===== src/rtl/regfile_wb_arbiter.sv =====
// Writeback arbiter for the 32x64 register file: round-robin grant, registered write port, RAW scoreboard.
// Define WB_FIXED_PRIO_EN for fixed lowest-index-wins arbitration (no RR pointer).

module regfile_wb_lane #(
  parameter int DATA_WIDTH = 64,
  parameter int ADDR_WIDTH = 5
) (
  input  logic                  gnt,
  input  logic [ADDR_WIDTH-1:0] addr,
  input  logic [DATA_WIDTH-1:0] data,
  output logic [ADDR_WIDTH-1:0] addr_m,
  output logic [DATA_WIDTH-1:0] data_m
);
  // Gated by the one-hot grant so the top can OR-reduce lanes instead of muxing.
  assign addr_m = addr & {ADDR_WIDTH{gnt}};
  assign data_m = data & {DATA_WIDTH{gnt}};
endmodule

module regfile_wb_arbiter #(
  parameter int NUM_REQ    = 2,
  parameter int DATA_WIDTH = 64,
  parameter int ADDR_WIDTH = 5
) (
  input  logic                          clock,
  input  logic                          reset,
  input  logic [NUM_REQ-1:0]            req_valid,
  output logic [NUM_REQ-1:0]            req_ready,
  input  logic [NUM_REQ*ADDR_WIDTH-1:0] req_addr,
  input  logic [NUM_REQ*DATA_WIDTH-1:0] req_data,
  output logic                          rf_RegWrite,
  output logic [ADDR_WIDTH-1:0]         rf_WriteReg,
  output logic [DATA_WIDTH-1:0]         rf_WriteData,
  input  logic                          sb_set_valid,
  input  logic [ADDR_WIDTH-1:0]         sb_set_addr,
  output logic [31:0]                   busy
);

  logic [NUM_REQ-1:0]                 gnt;
  logic [NUM_REQ-1:0][ADDR_WIDTH-1:0] addr_m;
  logic [NUM_REQ-1:0][DATA_WIDTH-1:0] data_m;
  logic [ADDR_WIDTH-1:0]              win_addr;
  logic [DATA_WIDTH-1:0]              win_data;
  logic                               xfer;
  logic [31:0]                        busy_nx;

  for (genvar i = 0; i < NUM_REQ; i++) begin : g_lane
    regfile_wb_lane #(.DATA_WIDTH(DATA_WIDTH), .ADDR_WIDTH(ADDR_WIDTH)) u_lane (
      .gnt    (gnt[i]),
      .addr   (req_addr[i*ADDR_WIDTH +: ADDR_WIDTH]),
      .data   (req_data[i*DATA_WIDTH +: DATA_WIDTH]),
      .addr_m (addr_m[i]),
      .data_m (data_m[i])
    );
  end

`ifdef WB_FIXED_PRIO_EN
  assign gnt = req_valid & (-req_valid);
`else
  localparam int PTR_W = (NUM_REQ > 2) ? 2 : 1;

  logic [PTR_W-1:0]   ptr;
  logic [PTR_W-1:0]   gnt_idx;
  logic [NUM_REQ-1:0] vld_hi;
  logic [NUM_REQ-1:0] gnt_hi;
  logic [NUM_REQ-1:0] gnt_lo;

  // Requesters above the last winner go first; if none, wrap to the lowest valid one.
  for (genvar i = 0; i < NUM_REQ; i++) begin : g_hi
    assign vld_hi[i] = req_valid[i] & (ptr < PTR_W'(i));
  end

  assign gnt_hi = vld_hi & (-vld_hi);
  assign gnt_lo = req_valid & (-req_valid);
  assign gnt    = (|vld_hi) ? gnt_hi : gnt_lo;

  always_comb begin
    gnt_idx = '0;
    for (int i = 0; i < NUM_REQ; i++)
      if (gnt[i]) gnt_idx = PTR_W'(i);
  end

  always_ff @(posedge clock or posedge reset) begin
    if (reset)     ptr <= PTR_W'(NUM_REQ - 1);
    else if (xfer) ptr <= gnt_idx;
  end
`endif

  assign req_ready = gnt;
  assign xfer      = |gnt;

  always_comb begin
    win_addr = '0;
    win_data = '0;
    for (int i = 0; i < NUM_REQ; i++) begin
      win_addr = win_addr | addr_m[i];
      win_data = win_data | data_m[i];
    end
  end

  always_ff @(posedge clock or posedge reset) begin
    if (reset) begin
      rf_RegWrite  <= 1'b0;
      rf_WriteReg  <= '0;
      rf_WriteData <= '0;
    end else begin
      rf_RegWrite <= xfer && (win_addr != '0);
      if (xfer) begin
        rf_WriteReg  <= win_addr;
        rf_WriteData <= win_data;
      end
    end
  end

  // Clear applied before set so a re-issued producer on the same edge keeps the bit.
  always_comb begin
    busy_nx = busy;
    if (xfer)         busy_nx[win_addr]    = 1'b0;
    if (sb_set_valid) busy_nx[sb_set_addr] = 1'b1;
    busy_nx[0] = 1'b0;
  end

  always_ff @(posedge clock or posedge reset) begin
    if (reset) busy <= '0;
    else       busy <= busy_nx;
  end

endmodule


===== config.mk =====
export PLATFORM = sky130hd
export DESIGN_NAME = regfile_wb_arbiter
export DESIGN_NICKNAME = d
export VERILOG_FILES = /design/src/rtl/regfile_wb_arbiter.sv
export SDC_FILE = /design/constraint.sdc
export NUM_CORES = 1
export LEC_CHECK = 0
export BUFFER_PORTS_ARGS = -buffer_cell sky130_fd_sc_hd__buf_2
export CORE_MARGIN = 2
export CORE_UTILIZATION = 50
export CTS_BUF_LIST = sky130_fd_sc_hd__clkbuf_4
export DETAILED_ROUTE_END_ITERATION = 10
export HOLD_SLACK_MARGIN = 0.15
export PLACE_DENSITY = 0.94
export SETUP_SLACK_MARGIN = 0.05
export SYNTH_ARGS = -nofsm -noshare
export SYNTH_HDL_FRONTEND = slang
export SYNTH_HIERARCHICAL = 1
export SYNTH_SLANG_ARGS = --single-unit

===== constraint.sdc =====
create_clock -name clock -period 9 [get_ports clock]
set_clock_uncertainty 0.15 [all_clocks]
set_input_delay 2.7 -clock clock [delete_from_list [all_inputs] [get_ports clock]]
set_output_delay 2.7 -clock clock [all_outputs]
set_load 0.1 [all_outputs]

==> results of run 1 <==
[how the worst max path moves through the flow]
stage / endpoint / slack [ns] / depth (start not counted)
5_1_grt: req_ready[1] / 2.51 / 3
3_5_place_dp: req_ready[1] / 2.52 / 3
2_1_floorplan: req_ready[0] / 0.92 / 1
6_report: req_ready[1] / 2.55 / 3
3_3_place_gp: req_ready[1] / 2.54 / 3
4_1_cts: req_ready[1] / 2.53 / 3
[where the power goes]
| part | switching, W | internal (W) |
|---|---|---|
| Sequential | 0.0000456 | 0.000537 |
| Combinational | 0.000739 | 0.000136 |
| Clock | 0.000159 | 0.0000637 |
[critical path: cells and delay by family]
family | cells | cell delay [ns]
buf+inv | 2 | 0.63
compound gates | 1 | 0.26
[state kept, by name, summed over array words and instances (netlist names)]
register and cells:
busy 31, rf_WriteData 64, rf_RegWrite 1, rf_WriteReg 5, ptr 1
[layout make-up]
cell class,count,area [um^2]
fill,806,3290
sequential,102,2550
multi-input combinational,442,2330
timing repair buffer,255,1290
tap,133,166
clock buffer,9,67.6
clock inverter,7,67.6
inverter,3,13.8
[logic make-up (layout without fill, tap and decap cells)]
family / count (synthesis) / in the layout / synth area share
other: 1 / 1 / 0.000744
buffers and inverters: 36 / 274 / 0.0375
AND/OR/NAND/NOR: 305 / 305 / 0.318
AO/OA/AOI/OAI: 136 / 136 / 0.137
flip-flops: 102 / 102 / 0.507
[synthesized netlist by cell type, drive strengths merged (2+ instances only)]
| cell | n |
|---|---|
| a21boi | 2 |
| a21oi | 6 |
| and2 | 138 |
| buf | 14 |
| clkbuf | 19 |
| dfrtp | 101 |
| inv | 3 |
| nand2 | 129 |
| nand3 | 7 |
| nand3b | 5 |
| nor2 | 13 |
| o21ai | 126 |
| or2 | 3 |
| or3 | 6 |
| or3b | 3 |
[layer usage]
metal | routed length (um) | vias to the layer above | GRT usage
met2 | 6590 | 263 | 0.426
met5 | 0 | - | 0
met3 | 1120 | 44 | 0.0576
li1 | - | 2349 | -
met1 | 5550 | 2188 | 0.321
met4 | 413 | 0 | 0.0994
[metrics by stage]
| step | setup slack (ns) | power (W) |
|---|---|---|
| floorplan | 0.917 | 0.00130 |
| global placement | 2.54 | 0.00145 |
| detailed placement | 2.52 | 0.00147 |
| CTS | 2.53 | 0.00169 |
| global route | 2.51 | 0.00175 |
| finish | 2.55 | 0.00168 |
==> run summary, run 1 <==
first-pass GRT wire length: 22,300 um
PortBufs: 250
Seq/Total Area, Yosys: 0.507
clk buf depth: 2
pin count of the biggest net entering global routing: 77
Min Hold Slack: 0.328 ns
Max Clk Rate: 155 MHz
RSZ-0062 raised after global routing: no
max incr delay on CP: 0.46 ns
Worst Hold End: rf_WriteData[0]
Crit path top cell by count: buf_2
total track usage: 0.254
flop-to-flop setup slack: 6.15 ns
pwr/cell area: 259 nW/um^2
Hold Crit Class: reg -> reg
area grow syn2layout: 28.7%
Post-Place Cells: 935
GP Congestion: 0.889
Final Instance Area: 6480 um^2
Final Max Slew Viols: 0
drt first pass iters: 5
Yosys top cell by area: dfrtp_1
number of synthesized flops with an enable pin: 0
ys flop type: dfrtp_1
IO Pins: 252
cts bufs inserted: 9
min-delay src: rf_WriteData[0]
critical-path cell list: buf_2, a21boi_4, buf_2
Area after DPL: 6350 um^2
Hold-fix buffers, CTS: 0
Worst Tran Pin Value: 0.742 ns
Die W: 104 um
initial antenna violation count: 0
Max FO, Critical Path: 5
antenna diode count: 0
Max IR drop VDD: 208 uV
min Tclk post-route: 6.45 ns
via-per-instance ratio: 5.09
clock sinks: 102
via count: 4,844
DR DRC count: 0
Die Y: 104 um
most frequent cells in the layout: 250 x buf_2, 129 x nand2_1, 110 x o21ai_0
r2r endpoint: busy[9]
Final HPWL DP: 10,000 um
synth top area cells: dfrtp_1 50%, and2_1 13%, o21ai_0 11%
warnings from Yosys: 6
DR iter-0 viols: 299
Yosys cell types: 27
share of layout cells above drive strength 1: 0.385
Starting Density: 0.516
kind of critical path: in -> out
nets@finish: 961
normalized max-slew margin: 0.505
CP required: 6.15 ns
Reg2Reg Launch Point: ptr
syn_nets: 728
antenna-violating nets left: 0
std cell rows: 36
root buffer cell: clkbuf_4
Netlist Area Pre-Place: 5040 um^2
CTS tree: yes
clk_lat worst skew: 0.44 ns
post-cts resize count: 0
hold depth: 2
final setup TNS: 0 ns
Startpoint Class: primary input
FF+latch count, synth: 102
Routed wire per std cell: 14.4 um
Setup violations, final: 0
Overflow after GRT: 0
vias in the first global route: 4,725
status: complete, no violations
period utilization: 0.716
top-area cell type share of the netlist area: 0.501
H-tree levels: 3
die area: 10,900 um^2
fin util: 0.663
CP startpoint: req_valid[1]
final hold vios: 0
CP max-delay cell: buf_2
crit path DAT: 3.60 ns
Final Non-Filler Cells: 951
CP endpoint kind: output pin
Mapped Cells: 580
most common cell after layout, fill and taps aside: buf_2
Worst-path clk slew: 0.14 ns
share of flip-flops with an asynchronous set or reset: 1.00
syn_area_per_cell: 8.69 um^2
Setup Fix Bufs, Post-CTS: 0
R2R cell count: 8
Leak: 3.45 nW
Placeable Area: 9770 um^2
Max Cap Viol: 0
DRT Wirelength: 13,700 um
Note: power is estimated with default switching activity, not from simulation.
==> run 2: changes to the inputs <==
CORE_UTILIZATION = 48   (was 50)
PLACE_DENSITY = 0.91   (was 0.94)
clock period = 6.1 ns   (was 9 ns; I/O delays follow)
==> run 2 against run 1 <==
Against the previous run: hold slack got worse by 0.0044 ns; critical path depth unchanged; die area increased by 4.0%; clock power increased by 61%; sequential share of layout area decreased by 0.091 points; routed wire length decreased by 1.3%; final area increased by 0.23%; highest routed layer unchanged; largest power group unchanged; largest cell class unchanged; register-to-register slack got worse by 2.9 ns; non-clock buffer count unchanged.
==> run summary, run 2 (synthesis results as in run 1) <==
global route hottest layer: met2
Setup violations, final: 0 (unchanged)
most frequent cells in the layout: 250 x buf_2, 129 x nand2_1, 110 x o21ai_0
min Tclk post-route: 4.70 ns
CP endpoint kind: output pin
switch share: 0.552 (-0.00960)
Max IR drop VDD: 281 uV (+35%)
Overflow after GRT: 0 (unchanged)
multi-input logic area: 2330 um^2 (unchanged)
Crit path top cell by count: buf_2
switching power: 0.00138 W (+47%)
Starting Density: 0.490 (-0.0252)
Internal: 0.00112 W (+52%)
first-pass GRT wire length: 22,100 um (-1.2%)
IO Pins: 252 (unchanged)
Die Y: 106 um (+2.0%)
period utilization: 0.770
Largest Register: rf_WriteData
Max Clk Rate: 213 MHz
Comb power frac: 0.514 (-0.007)
fillers: 908 (+13%)
clk buf depth: 2 (unchanged)
share of layout cells above drive strength 1: 0.384 (-0.00122)
area grow syn2layout: 29.0%
root buffer cell: clkbuf_4
CP max-delay cell: buf_2
Worst Tran Pin Value: 0.733 ns (-0.00919 ns)
met3 Use GR: 0.0503 (-0.00737)
std cell rows: 37 (+2.8%)
max FFs per register: 64 (unchanged)
total track usage: 0.241 (-0.0130)
antenna-violating nets left: 0 (unchanged)
nets@finish: 961 (unchanged)
critical-path cell list: buf_2, a21boi_4, buf_2
cts bufs inserted: 9 (unchanged)
final setup TNS: 0 ns (unchanged)
normalized max-slew margin: 0.509 (+0.00398)
biggest regs: rf_WriteData x64, busy x31, rf_WriteReg x5
kind of critical path: in -> out
via count: 4,801 (-0.89%)
drt first pass iters: 5 (unchanged)
M2 GR Usage: 0.408 (-0.0178)
Max Cap Viol: 0 (unchanged)
H-tree levels: 3 (unchanged)
pin count of the biggest net entering global routing: 77 (unchanged)
most common cell after layout, fill and taps aside: buf_2
vias in the first global route: 4,809 (+1.8%)
sequential share of power: 0.343 (-0.004)
Die W: 106 um (+2.0%)
antenna diode count: 0 (unchanged)
Hold-fix buffers, CTS: 0 (unchanged)
worst slack, placed: 1.38 ns (-1.15 ns)
final hold vios: 0 (unchanged)
Max FO, Critical Path: 5 (unchanged)
Hold Crit Class: reg -> reg
Reg area: 2550 um^2 (unchanged)
DRT Wirelength: 13,500 um (-1.3%)
max incr delay on CP: 0.46 ns (about the same)
RSZ-0062 raised after global routing: no
crit path DAT: 2.72 ns (-0.88 ns)
Final Max Slew Viols: 0 (unchanged)
initial antenna violation count: 0 (unchanged)
Min Hold Slack: 0.324 ns (-0.00441 ns)
power share of the clock group: 0.143 (+0.010)
met1 usage: 0.303 (-0.0174)
Setup Fix Bufs, Post-CTS: 0 (unchanged)
Routed wire per std cell: 14.2 um (-1.6%)
via-per-instance ratio: 5.03 (-1.2%)
final setup margin: 1.40 ns (-1.15 ns)
Startpoint Class: primary input
clock sinks: 102 (unchanged)
PortBufs: 250 (unchanged)
die area: 11,300 um^2 (+4.0%)
Worst-path clk slew: 0.13 ns (about the same)
GP Congestion: 0.905 (+1.8%)
DR DRC count: 0 (unchanged)
status: complete, no violations
Placeable Area: 10,300 um^2 (+5.1%)
post-cts resize count: 0 (unchanged)
DR iter-0 viols: 327 (+9.4%)
flop-to-flop setup slack: 3.27 ns (-2.88 ns)
CTS tree: yes
CP required: 4.12 ns (-2.03 ns)
pwr/cell area: 386 nW/um^2 (+49%)
clk_lat worst skew: 0.42 ns (-0.02 ns)
Final HPWL DP: 9890 um (-1.5%)
Leak: 3.46 nW (about the same)
[run 2: changes by cell type in the layout (fill, tap and decap cells not counted)]
| cell | change |
|---|---|
| clkinv_1 | +1 |
| clkinvlp_4 | +1 |
| clkinv_2 | -1 |
| bufinv_16 | +1 |
| clkinv_8 | -1 |
| clkinv_4 | -1 |
[run 2: power groups by stage]
stage               Combinational, W  Clock [W]  Sequential (W)
CTS                          0.00129   0.000371        0.000859
global placement             0.00128          0        0.000868
detailed placement           0.00129          0        0.000870
global route                 0.00134   0.000392        0.000871
finish                       0.00129   0.000358        0.000860
floorplan                   0.000201          0         0.00172
[run 2: layout make-up]
| cell class | instances | area share |
|---|---|---|
| Sequential cell | 102 | 0.393 |
| Inverter | 3 | 0.00212 |
| Multi-Input combinational cell | 442 | 0.358 |
| Clock buffer | 9 | 0.0104 |
| Timing Repair Buffer | 255 | 0.198 |
| Clock inverter | 7 | 0.0121 |
| Tap cell | 136 | 0.0262 |
[run 2: worst max-delay path: cells and delay by family]
kind | cells | cell delay (ns)
compound gates | 1 | 0.26
buf+inv | 2 | 0.62
[run 2: path summary, 6_finish.rpt]
path | to | cells after the start | start
min in group asynchronous | busy[20] | 2 | reset
worst min-delay path | rf_WriteData[45] | 2 | rf_WriteData[45]
worst min register to register | rf_WriteData[45] | 2 | rf_WriteData[45]
worst max register to register | busy[13] | 8 | ptr
max in group asynchronous | rf_WriteData[63] | 3 | reset
worst max-delay path | req_ready[1] | 3 | req_valid[1]
[run 2: metal layers]
layer | vias to the layer above | routed length, um
met5 | - | 0
met4 | 0 | 337
li1 | 2355 | -
met1 | 2157 | 5590
met2 | 257 | 6450
met3 | 32 | 1120
[run 2: through the flow]
| step | cell area (um^2) | total power (W) | std cells | util |
|---|---|---|---|---|
| after floorplan | 5040 | 0.00192 | 580 | - |
| after global routing | 6500 | 0.00261 | 954 | 0.632 |
| final | 6500 | 0.00251 | 954 | 0.632 |
| after detailed placement | 6350 | 0.00216 | 938 | 0.618 |
| after global placement | 6350 | 0.00215 | 938 | 0.618 |
| after CTS | 6500 | 0.00252 | 954 | 0.632 |
==> run 3: changes to the inputs <==
clock period = 4.8 ns   (was 6.1 ns; I/O delays follow)
==> run 3 against run 2 <==
Against the previous run: count of clock-buffer cells in the layout did not move; highest routed layer unchanged; worst setup slack got worse by 0.53 ns; final area barely moved; non-clock buffer count did not move; global-route usage fell by 0.29 points; final cell count did not move; register-to-register slack got worse by 1.3 ns; sequential cell count did not move; routed wire length rose by 0.63%; power rose by 27%; critical endpoint unchanged.
==> run summary, run 3 (synthesis results as in run 1) <==
Starting Density: 0.490 (unchanged)
DR iter-0 viols: 307 (-6.1%)
DRT Wirelength: 13,600 um (+0.63%)
die area: 11,300 um^2 (unchanged)
WL met1: 5320 um (-4.8%)
DR DRC count: 0 (unchanged)
Hold-fix buffers, CTS: 0 (unchanged)
CP required: 3.21 ns (-0.91 ns)
status: complete, no violations
antenna-violating nets left: 0 (unchanged)
cts bufs inserted: 9 (unchanged)
biggest regs: rf_WriteData x64, busy x31, rf_WriteReg x5
Worst Tran Pin Value: 1.07 ns (+0.341 ns)
hold depth: 2 (unchanged)
Max FO, Critical Path: 5 (unchanged)
root buffer cell: clkbuf_4
clock sinks: 102 (unchanged)
Routed wire per std cell: 14.2 um (+0.63%)
Final HPWL DP: 10,100 um (+2.2%)
nets@finish: 961 (unchanged)
WL met2: 6680 um (+3.5%)
switch share: 0.553 (about the same)
pwr/cell area: 490 nW/um^2 (+27%)
Max IR drop VDD: 344 uV (+22%)
via count: 4,851 (+1.0%)
vias in the first global route: 4,632 (-3.7%)
Setup violations, final: 0 (unchanged)
CTS tree: yes
IO Pins: 252 (unchanged)
fillers: 915 (+0.77%)
Hold Crit Class: reg -> reg
Die Y: 106 um (unchanged)
sequential share of power: 0.342 (about the same)
normalized max-slew margin: 0.284 (-0.225)
initial antenna violation count: 0 (unchanged)
power share of the clock group: 0.144 (about the same)
Die W: 106 um (unchanged)
Max Clk Rate: 255 MHz
final hold vios: 0 (unchanged)
metal3 WL: 1270 um (+13%)
Startpoint Class: primary input
H-tree levels: 3 (unchanged)
crit path DAT: 2.34 ns (-0.38 ns)
clk_lat worst skew: 0.43 ns (about the same)
Largest Register: rf_WriteData
Max Cap Viol: 0 (unchanged)
post-cts resize count: 0 (unchanged)
share of layout cells above drive strength 1: 0.385 (+0.00122)
first-pass GRT wire length: 21,400 um (-2.8%)
max FFs per register: 64 (unchanged)
antenna diode count: 0 (unchanged)
GP Congestion: 0.925 (+2.2%)
area grow syn2layout: 29.0% (about the same)
Overflow after GRT: 0 (unchanged)
final setup TNS: 0 ns (unchanged)
drt first pass iters: 8 (+3)
clk buf depth: 2 (unchanged)
Placeable Area: 10,300 um^2 (unchanged)
CP endpoint kind: output pin
kind of critical path: in -> out
min Tclk post-route: 3.93 ns
fin util: 0.633 (about the same)
total track usage: 0.239 (-0.00292)
via-per-instance ratio: 5.08 (+1.0%)
Internal: 0.00143 W (+27%)
Worst-path clk slew: 0.14 ns (about the same)
PortBufs: 250 (unchanged)
most frequent cells in the layout: 250 x buf_2, 129 x nand2_1, 110 x o21ai_0
RSZ-0062 raised after global routing: no
Comb power frac: 0.514 (about the same)
Final Max Slew Viols: 0 (unchanged)
Leak: 3.45 nW (-0.17%)
period utilization: 0.818
switching power: 0.00176 W (+27%)
R2R cell count: 8 (unchanged)
pin count of the biggest net entering global routing: 91 (+18%)
most common cell after layout, fill and taps aside: buf_2
std cell rows: 37 (unchanged)
Setup Fix Bufs, Post-CTS: 0 (unchanged)
DR top layer: met4
run 3: changes by cell type in the layout (fill, tap and decap cells not counted), sizes merged:
cell	change
clkinvlp	+2
clkinv	-1
inv	-1
run 3: path summary, 6_finish.rpt:
path | startpoint | end | slack (ns)
hold reg to reg | rf_WriteData[53] | rf_WriteData[53] | 0.33
setup reg to reg | ptr | busy[25] | 1.99
max in group asynchronous | reset | ptr | 2.52
hold / removal | rf_WriteData[53] | rf_WriteData[53] | 0.33
setup / recovery | req_valid[1] | req_ready[1] | 0.87
min in group asynchronous | reset | busy[20] | 1.08
run 3: cell type report:
type                       instances  area, um^2  share of cell area
sequential                       102        2550               0.393
inverter                           3        13.8             0.00212
tap                              136         170              0.0262
clock inverter                     7        81.3              0.0125
multi-input combinational        442        2330               0.358
clock buffer                       9        67.6              0.0104
timing repair buffer             255        1290               0.198
run 3: layer usage:
layer | GRT usage | vias up
met5 | 0 | -
met2 | 0.420 | 246
li1 | - | 2347
met4 | 0.0779 | 0
met1 | 0.278 | 2226
met3 | 0.0717 | 32
run 3: critical path: stages:
cell	delay, ns
buf_2	0.17
a21boi_4	0.26
buf_2	0.46
run 3: stage by stage:
stage	setup WS, ns	area [um^2]	hold WS, ns	total power [W]	std cells
finish	0.873	6500	0.329	0.00319	954
global route	0.850	6500	0.340	0.00332	954
CTS	0.855	6500	0.333	0.00321	954
detailed placement	0.855	6350	0.300	0.00275	938
global placement	0.863	6350	0.295	0.00272	938
floorplan	0.0931	5040	0.329	0.00243	580
run 3: power by group through the flow:
stage	clock network, W	logic [W]	registers, W
floorplan	0	0.000255	0.00218
global placement	0	0.00162	0.00110
detailed placement	0	0.00165	0.00110
CTS	0.000475	0.00164	0.00109
global route	0.000513	0.00171	0.00110
finish	0.000459	0.00164	0.00109
